[src/rtl/pc_redirect_ctrl.sv]
// Fetch PC redirect controller: arbitrates trap/mispredict/jump/fence redirects,
// holds redirects across MMU stalls. Define PC_REDIRECT_STATS_EN for per-cause counters.
module pc_redirect_ctrl #(
  parameter int unsigned XLEN         = 32,
  parameter logic [XLEN-1:0] RESET_VECTOR = 32'h8000_0000,
  parameter int unsigned FENCE_SETTLE = 4
) (
  input  logic            clk,
  input  logic            rst,
  input  logic            trap_valid,
  input  logic [XLEN-1:0] trap_target,
  input  logic            br_mispredict,
  input  logic [XLEN-1:0] br_target,
  input  logic            jmp_valid,
  input  logic [XLEN-1:0] jmp_target,
  input  logic            fence_req,
  input  logic [XLEN-1:0] fence_pc,
  input  logic            pipe_empty,
  input  logic            stall_early,
  input  logic            stall_mmu,
  output logic            redirect_valid,
  output logic [XLEN-1:0] redirect_pc,
  output logic [1:0]      redirect_cause,
  output logic            pc_hold,
  output logic            flush_if,
  output logic            flush_id,
  output logic            fence_busy
`ifdef PC_REDIRECT_STATS_EN
  ,
  output logic [31:0]     stat_trap,
  output logic [31:0]     stat_mispredict,
  output logic [31:0]     stat_jump,
  output logic [31:0]     stat_fence
`endif
);

  localparam int unsigned CntW = (FENCE_SETTLE > 1) ? $clog2(FENCE_SETTLE) : 1;

  typedef enum logic [1:0] {StIdle, StPend, StFwait, StFsettle} state_e;

  state_e          state_q, state_d;
  logic [XLEN-1:0] pend_pc_q, pend_pc_d;
  logic [1:0]      pend_cause_q, pend_cause_d;
  logic [XLEN-1:0] fence_tgt_q, fence_tgt_d;
  logic [CntW-1:0] cnt_q, cnt_d;

  logic            hi_req;
  logic [XLEN-1:0] hi_pc;
  logic [1:0]      hi_cause;
  logic            take;
  logic [XLEN-1:0] take_pc;
  logic [1:0]      take_cause;
  logic            fence_fire;

  assign hi_req   = trap_valid | br_mispredict;
  assign hi_pc    = trap_valid ? trap_target : br_target;
  assign hi_cause = trap_valid ? 2'd1 : 2'd2;

  always_comb begin
    state_d        = state_q;
    pend_pc_d      = pend_pc_q;
    pend_cause_d   = pend_cause_q;
    fence_tgt_d    = fence_tgt_q;
    cnt_d          = cnt_q;
    take           = 1'b0;
    take_pc        = '0;
    take_cause     = 2'd0;
    fence_fire     = 1'b0;
    redirect_valid = 1'b0;
    redirect_pc    = RESET_VECTOR;
    redirect_cause = 2'd0;
    flush_if       = 1'b0;
    flush_id       = 1'b0;

    unique case (state_q)
      StIdle: begin
        if (hi_req) begin
          take = 1'b1; take_pc = hi_pc; take_cause = hi_cause;
        end else if (jmp_valid) begin
          take = 1'b1; take_pc = jmp_target; take_cause = 2'd3;
        end else if (fence_req) begin
          flush_if    = 1'b1;
          fence_tgt_d = fence_pc + XLEN'(4);
          state_d     = StFwait;
        end
      end
      StPend: begin
        // An early jump here is on the wrong path behind the pending redirect.
        if (hi_req) begin
          take = 1'b1; take_pc = hi_pc; take_cause = hi_cause;
        end else if (!stall_mmu) begin
          redirect_valid = 1'b1;
          redirect_pc    = pend_pc_q;
          redirect_cause = pend_cause_q;
          state_d        = StIdle;
        end
      end
      StFwait: begin
        if (hi_req) begin
          take = 1'b1; take_pc = hi_pc; take_cause = hi_cause;
        end else if (pipe_empty) begin
          cnt_d   = CntW'(FENCE_SETTLE - 1);
          state_d = StFsettle;
        end
      end
      StFsettle: begin
        if (hi_req) begin
          take = 1'b1; take_pc = hi_pc; take_cause = hi_cause;
        end else if (cnt_q == '0) begin
          if (!stall_mmu) begin
            fence_fire     = 1'b1;
            redirect_valid = 1'b1;
            redirect_pc    = fence_tgt_q;
            redirect_cause = 2'd3;
            state_d        = StIdle;
          end
        end else begin
          cnt_d = cnt_q - CntW'(1);
        end
      end
      default: state_d = StIdle;
    endcase

    if (take) begin
      flush_if = 1'b1;
      flush_id = (take_cause != 2'd3);
      if (!stall_mmu) begin
        redirect_valid = 1'b1;
        redirect_pc    = take_pc;
        redirect_cause = take_cause;
        state_d        = StIdle;
      end else begin
        pend_pc_d    = take_pc;
        pend_cause_d = take_cause;
        state_d      = StPend;
      end
    end

    fence_busy = ((state_q == StFwait) || (state_q == StFsettle)) && !fence_fire;
    pc_hold    = (stall_early | stall_mmu | fence_busy | (state_q == StPend)) & ~redirect_valid;

    if (rst) begin
      redirect_valid = 1'b0;
      redirect_pc    = RESET_VECTOR;
      redirect_cause = 2'd0;
      flush_if       = 1'b0;
      flush_id       = 1'b0;
      fence_busy     = 1'b0;
      pc_hold        = 1'b0;
      fence_fire     = 1'b0;
    end
  end

  always_ff @(posedge clk) begin
    if (rst) begin
      state_q      <= StIdle;
      pend_pc_q    <= '0;
      pend_cause_q <= 2'd0;
      fence_tgt_q  <= '0;
      cnt_q        <= '0;
    end else begin
      state_q      <= state_d;
      pend_pc_q    <= pend_pc_d;
      pend_cause_q <= pend_cause_d;
      fence_tgt_q  <= fence_tgt_d;
      cnt_q        <= cnt_d;
    end
  end

`ifdef PC_REDIRECT_STATS_EN
  always_ff @(posedge clk) begin
    if (rst) begin
      stat_trap       <= '0;
      stat_mispredict <= '0;
      stat_jump       <= '0;
      stat_fence      <= '0;
    end else if (redirect_valid) begin
      if (fence_fire) begin
        stat_fence <= stat_fence + 32'd1;
      end else begin
        case (redirect_cause)
          2'd1:    stat_trap       <= stat_trap + 32'd1;
          2'd2:    stat_mispredict <= stat_mispredict + 32'd1;
          2'd3:    stat_jump       <= stat_jump + 32'd1;
          default: ;
        endcase
      end
    end
  end
`endif

endmodule

[config.mk]
export PLATFORM = sky130hd
export DESIGN_NAME = pc_redirect_ctrl
export DESIGN_NICKNAME = d
export VERILOG_FILES = /design/src/rtl/pc_redirect_ctrl.sv
export SDC_FILE = /design/constraint.sdc
export NUM_CORES = 1
export LEC_CHECK = 0
export CORE_MARGIN = 3
export CORE_UTILIZATION = 45
export CTS_CLUSTER_SIZE = 25
export DETAILED_ROUTE_END_ITERATION = 6
export GPL_TIMING_DRIVEN = 0
export PLACE_DENSITY = 0.81
export SYNTH_ARGS = -nofsm -noshare
export SYNTH_HDL_FRONTEND = slang
export SYNTH_SLANG_ARGS = --single-unit
[constraint.sdc]
create_clock -name clk -period 2 [get_ports clk]
set_input_delay 0.3 -clock clk [delete_from_list [all_inputs] [get_ports clk]]
set_output_delay 0.3 -clock clk [all_outputs]
set_load 0.02 [all_outputs]
==> results.tsv <==
stage	metric	value	unit
logic_synthesis	ys_seq_area_frac	0.295	
timing	tightest_slew	0.800	ns
setup_path	path_max_fanout	10	
logic_synthesis	synth_ff_type	dfxtp_1	
finish	mostFrequentLayoutCell	clkdlybuf4s50_1	
logic_synthesis	yosysWarnings	0	
logic_synthesis	avgSynthCellArea	7.52	sq um
hold_path	whs_endpoint	fence_tgt_q[2]$_SDFFE_PP0P_	
timing	fmax	404	MHz
finish	fillCellCount	655	
logic_synthesis	netlist_instances	632	
global_route	grtUsageTotal	0.352	
timing	fin_skew	0.0159	ns
timing	finalMaxSlewViolations	0	
clock_network	cts_sinks	70	
setup_path	timing.rr.start	state_q[0]$_SDFFE_PP0P_	
finish	regArea	1410	sq um
outcome	outcome	finished, violations left	
power	power_leakage	2.92	nW
setup_path	reg2reg_slack	0.07	ns
global_route	overflow	0	
setup_path	worstPathArrival	2.17	ns
clock_network	cts-htree-levels	3	
finish	antenna-diode-count	0	
route	viasPerCell	6.34	
power	p_seq_frac	0.392	
timing	period_minus_slack	2.47	ns
power	swShare	0.350	
logic_synthesis	syn_area	4750	sq um
setup_path	crit_slowest_cell	nor3_1	
route	drt-total-wl	22000	um
setup_path	r2r_cells	7	
setup_path	cp-end-kind	primary output	
route	vias	6216	
timing	tns	-14.92	ns
setup_path	cp.buffers_inverters	5	
route	drtIter0Drc	693	
timing	hold_violations	0	
logic_synthesis	synth_fp_nets	771	
clock_network	clk_latency	0.36	ns
power	powerDensity	489	nW/um^2
floorplanning	die_w	109	um
power	p_int	2.54	mW
clock_network	postCtsHoldBufs	0	
clock_network	cts_buffers	9	
finish	design_area	7990	sq um
global_route	grt_max_degree	16	
finish	mostFrequentLayoutCells	clkdlybuf4s50_1, nor2_1, dfxtp_1	
finish	syn_to_final_growth	68.1	%
logic_synthesis	synth_cell_type_count	54	
place	gp_congestion	0.985	
place	dpl_cell_area	6890	sq um
clock_network	cts_root_buffer	clkbuf_8	
route	drt-pass1-iter-count	5	
hold_path	hold_path.class	in -> reg	
power	p_clk_frac	0.289	
route	drc	0	
clock_network	clk_path_buf_depth	2	
logic_synthesis	synthArstFlopShare	0	
hold_path	hold_path_depth	2	
floorplanning	fp-row-count	36	
timing	setup_viol_count_final	38	
route	antenna_left	0	
hold_path	hp-start	fence_pc[2]	
setup_path	critPathMaxStageDelay	0.36	ns
floorplanning	die_h	109	um
setup_path	crit_chain	dlygate4sd2_1 -> or2_1 -> buf_6 -> buf_4 -> clkbuf_2 -> nor3_1 -> o21ai_1 -> a21oi_2 -> buf_4	
floorplanning	ios	176	
run	cap_violations	0	
timing	post-route-period-util	1.24	
setup_path	path_delay_family	buffers and inverters	
floorplanning	die-area	11800	sq um
setup_path	crit_type	in -> out	
route	post_drt_wl_per_cell	22.5	um
finish	layout.nets	981	
timing	setup_ws	-0.473	ns
logic_synthesis	synth_edf_count	0	
global_route	antenna_found_initial	0	
setup_path	r2r_end	pend_pc_q[27]$_SDFFE_PP0P_	
power	pwr-share-comb	0.319	
power	p_sw	1.37	mW
place	dp_hpwl	14600	um
timing	relSlewSlack	0.467	
place	portBuffers	170	
finish	multiInputGateArea	3600	sq um
logic_synthesis	synth_seq_cells	70	
setup_path	path_common_cell	buf_4	
timing	rsz0062_at_grt	yes	
outcome	violations	setup timing	
setup_path	startpoint_type	input pin	
power	ir_drop	0.314	mV
clock_network	clkTransAtPathRegs	0.09	ns
clock_network	cts_tree	done	
global_route	grt_pass1_vias	5941	
global_route	grt_pass1_wl	31900	um
floorplanning	core_region_area	10000	sq um
setup_path	cp.required	1.70	ns
floorplanning	initial_utilization	0.475	
finish	final_layout_size_suffix_gt1_frac	0.305	
## how the worst max path moves through the flow
stage                     cells past startpoint                     from         endpoint
after floorplan                               7  state_q[1]$_SDFFE_PP0P_  redirect_pc[15]
after global placement                        8            br_mispredict  redirect_pc[16]
after detailed placement                      8            br_mispredict  redirect_pc[16]
after CTS                                     9  state_q[1]$_SDFFE_PP0P_  redirect_pc[16]
after global routing                          7  state_q[0]$_SDFFE_PP0P_   redirect_pc[4]
final                                         9            br_mispredict   redirect_pc[1]
## cell families (layout without fill, tap and decap cells)
family / count (synthesis) / count (layout) / synth area share
flip-flops: 70 / 70 / 0.295
adder cells (fa/ha/maj): 2 / 2 / 0.00527
multiplexers: 1 / 1 / 0.00237
XOR/XNOR: 12 / 12 / 0.0221
AND/OR/NAND/NOR: 224 / 224 / 0.247
AO/OA/AOI/OAI: 219 / 219 / 0.328
buffers and inverters: 104 / 319 / 0.0998
## per-stage QoR
step                setup slack, ns  power (mW)  hold slack, ns  cells  utilization
floorplan                   -0.0570        2.05           0.396    632            -
global placement              -1.33        2.54           0.442    935        0.689
detailed placement            -1.36        2.56           0.453    935        0.689
CTS                          -0.520        3.78           0.335    979        0.778
global route                 -0.524        4.01           0.292    980        0.799
finish                       -0.473        3.90           0.276    980        0.799
## registers in the layout (all words and copies together), names as in the netlist
signal / flops
state_q: 2
cnt_q: 2
pend_cause_q: 2
pend_pc_q: 32
fence_tgt_q: 32
## cell type report
cell class,count,area share
clock buffer,9,0.0155
inverter,45,0.0211
tap,133,0.0208
multi-input combinational,458,0.451
sequential,70,0.176
clock inverter,7,0.00767
buffer,54,0.0471
timing repair buffer,204,0.261
## routing by layer
metal | global-route usage | vias up | part of all wire
met5 | 0 | - | 0
met4 | 0.143 | 0 | 0.038
met1 | 0.442 | 2964 | 0.39
met3 | 0.0746 | 81 | 0.087
met2 | 0.586 | 400 | 0.48
li1 | - | 2771 | -
## power by group through the flow
stage               Clock [mW]  Sequential [mW]  Combinational (mW)
floorplan                    0             1.54               0.518
global route              1.17             1.54                1.30
CTS                       1.11             1.52                1.15
finish                    1.13             1.53                1.25
detailed placement           0             1.55                1.01
global placement             0             1.55               0.994
## repair_timing
| action | 4_1_cts | 5_1_grt |
|---|---|---|
| cloned | 4 | 0 |
| buffers inserted | 25 | 5 |
| gates resized for setup | 339 | 67 |
| endpoints found under the hold margin | 0 | 0 |
| endpoints found under the setup margin | 77 | 83 |
| pin swaps | 36 | 28 |
## Yosys cell counts (2+ instances only)
cell       n  area (sq um)
a22oi_2    8           100
nor4_1    13          81.3
nand3_1    8          40.0
nor2_1    98           368
nand2_1   13          48.8
nor3_1    41           205
clkbuf_1  30           113
o21ai_0   22           110
or3_1      2          12.5
o21ai_1   10          50.1
and4_1    13           114
xnor2_1    8          70.1
xor2_1     4          35.0
nor2b_1    3          18.8
buf_6      6          67.6
buf_4      4          30.0
o211ai_1   2          15.0
buf_2     19          95.1
inv_1     45           169
nand4_1   11          68.8
nor4b_4    2          47.6
and3_1     5          31.3
o31a_1     2          17.5
a31oi_1    5          31.3
a22o_1    31           272
a211oi_1  59           443
a21oi_1   39           195
nor3b_1    4          30.0
o21bai_1   3          22.5
a221oi_1   2          17.5
a311oi_1   3          26.3
ha_1       2          25.0
dfxtp_1   70          1400
a22oi_1   25           188
Power figures use the tool's default switching activity.
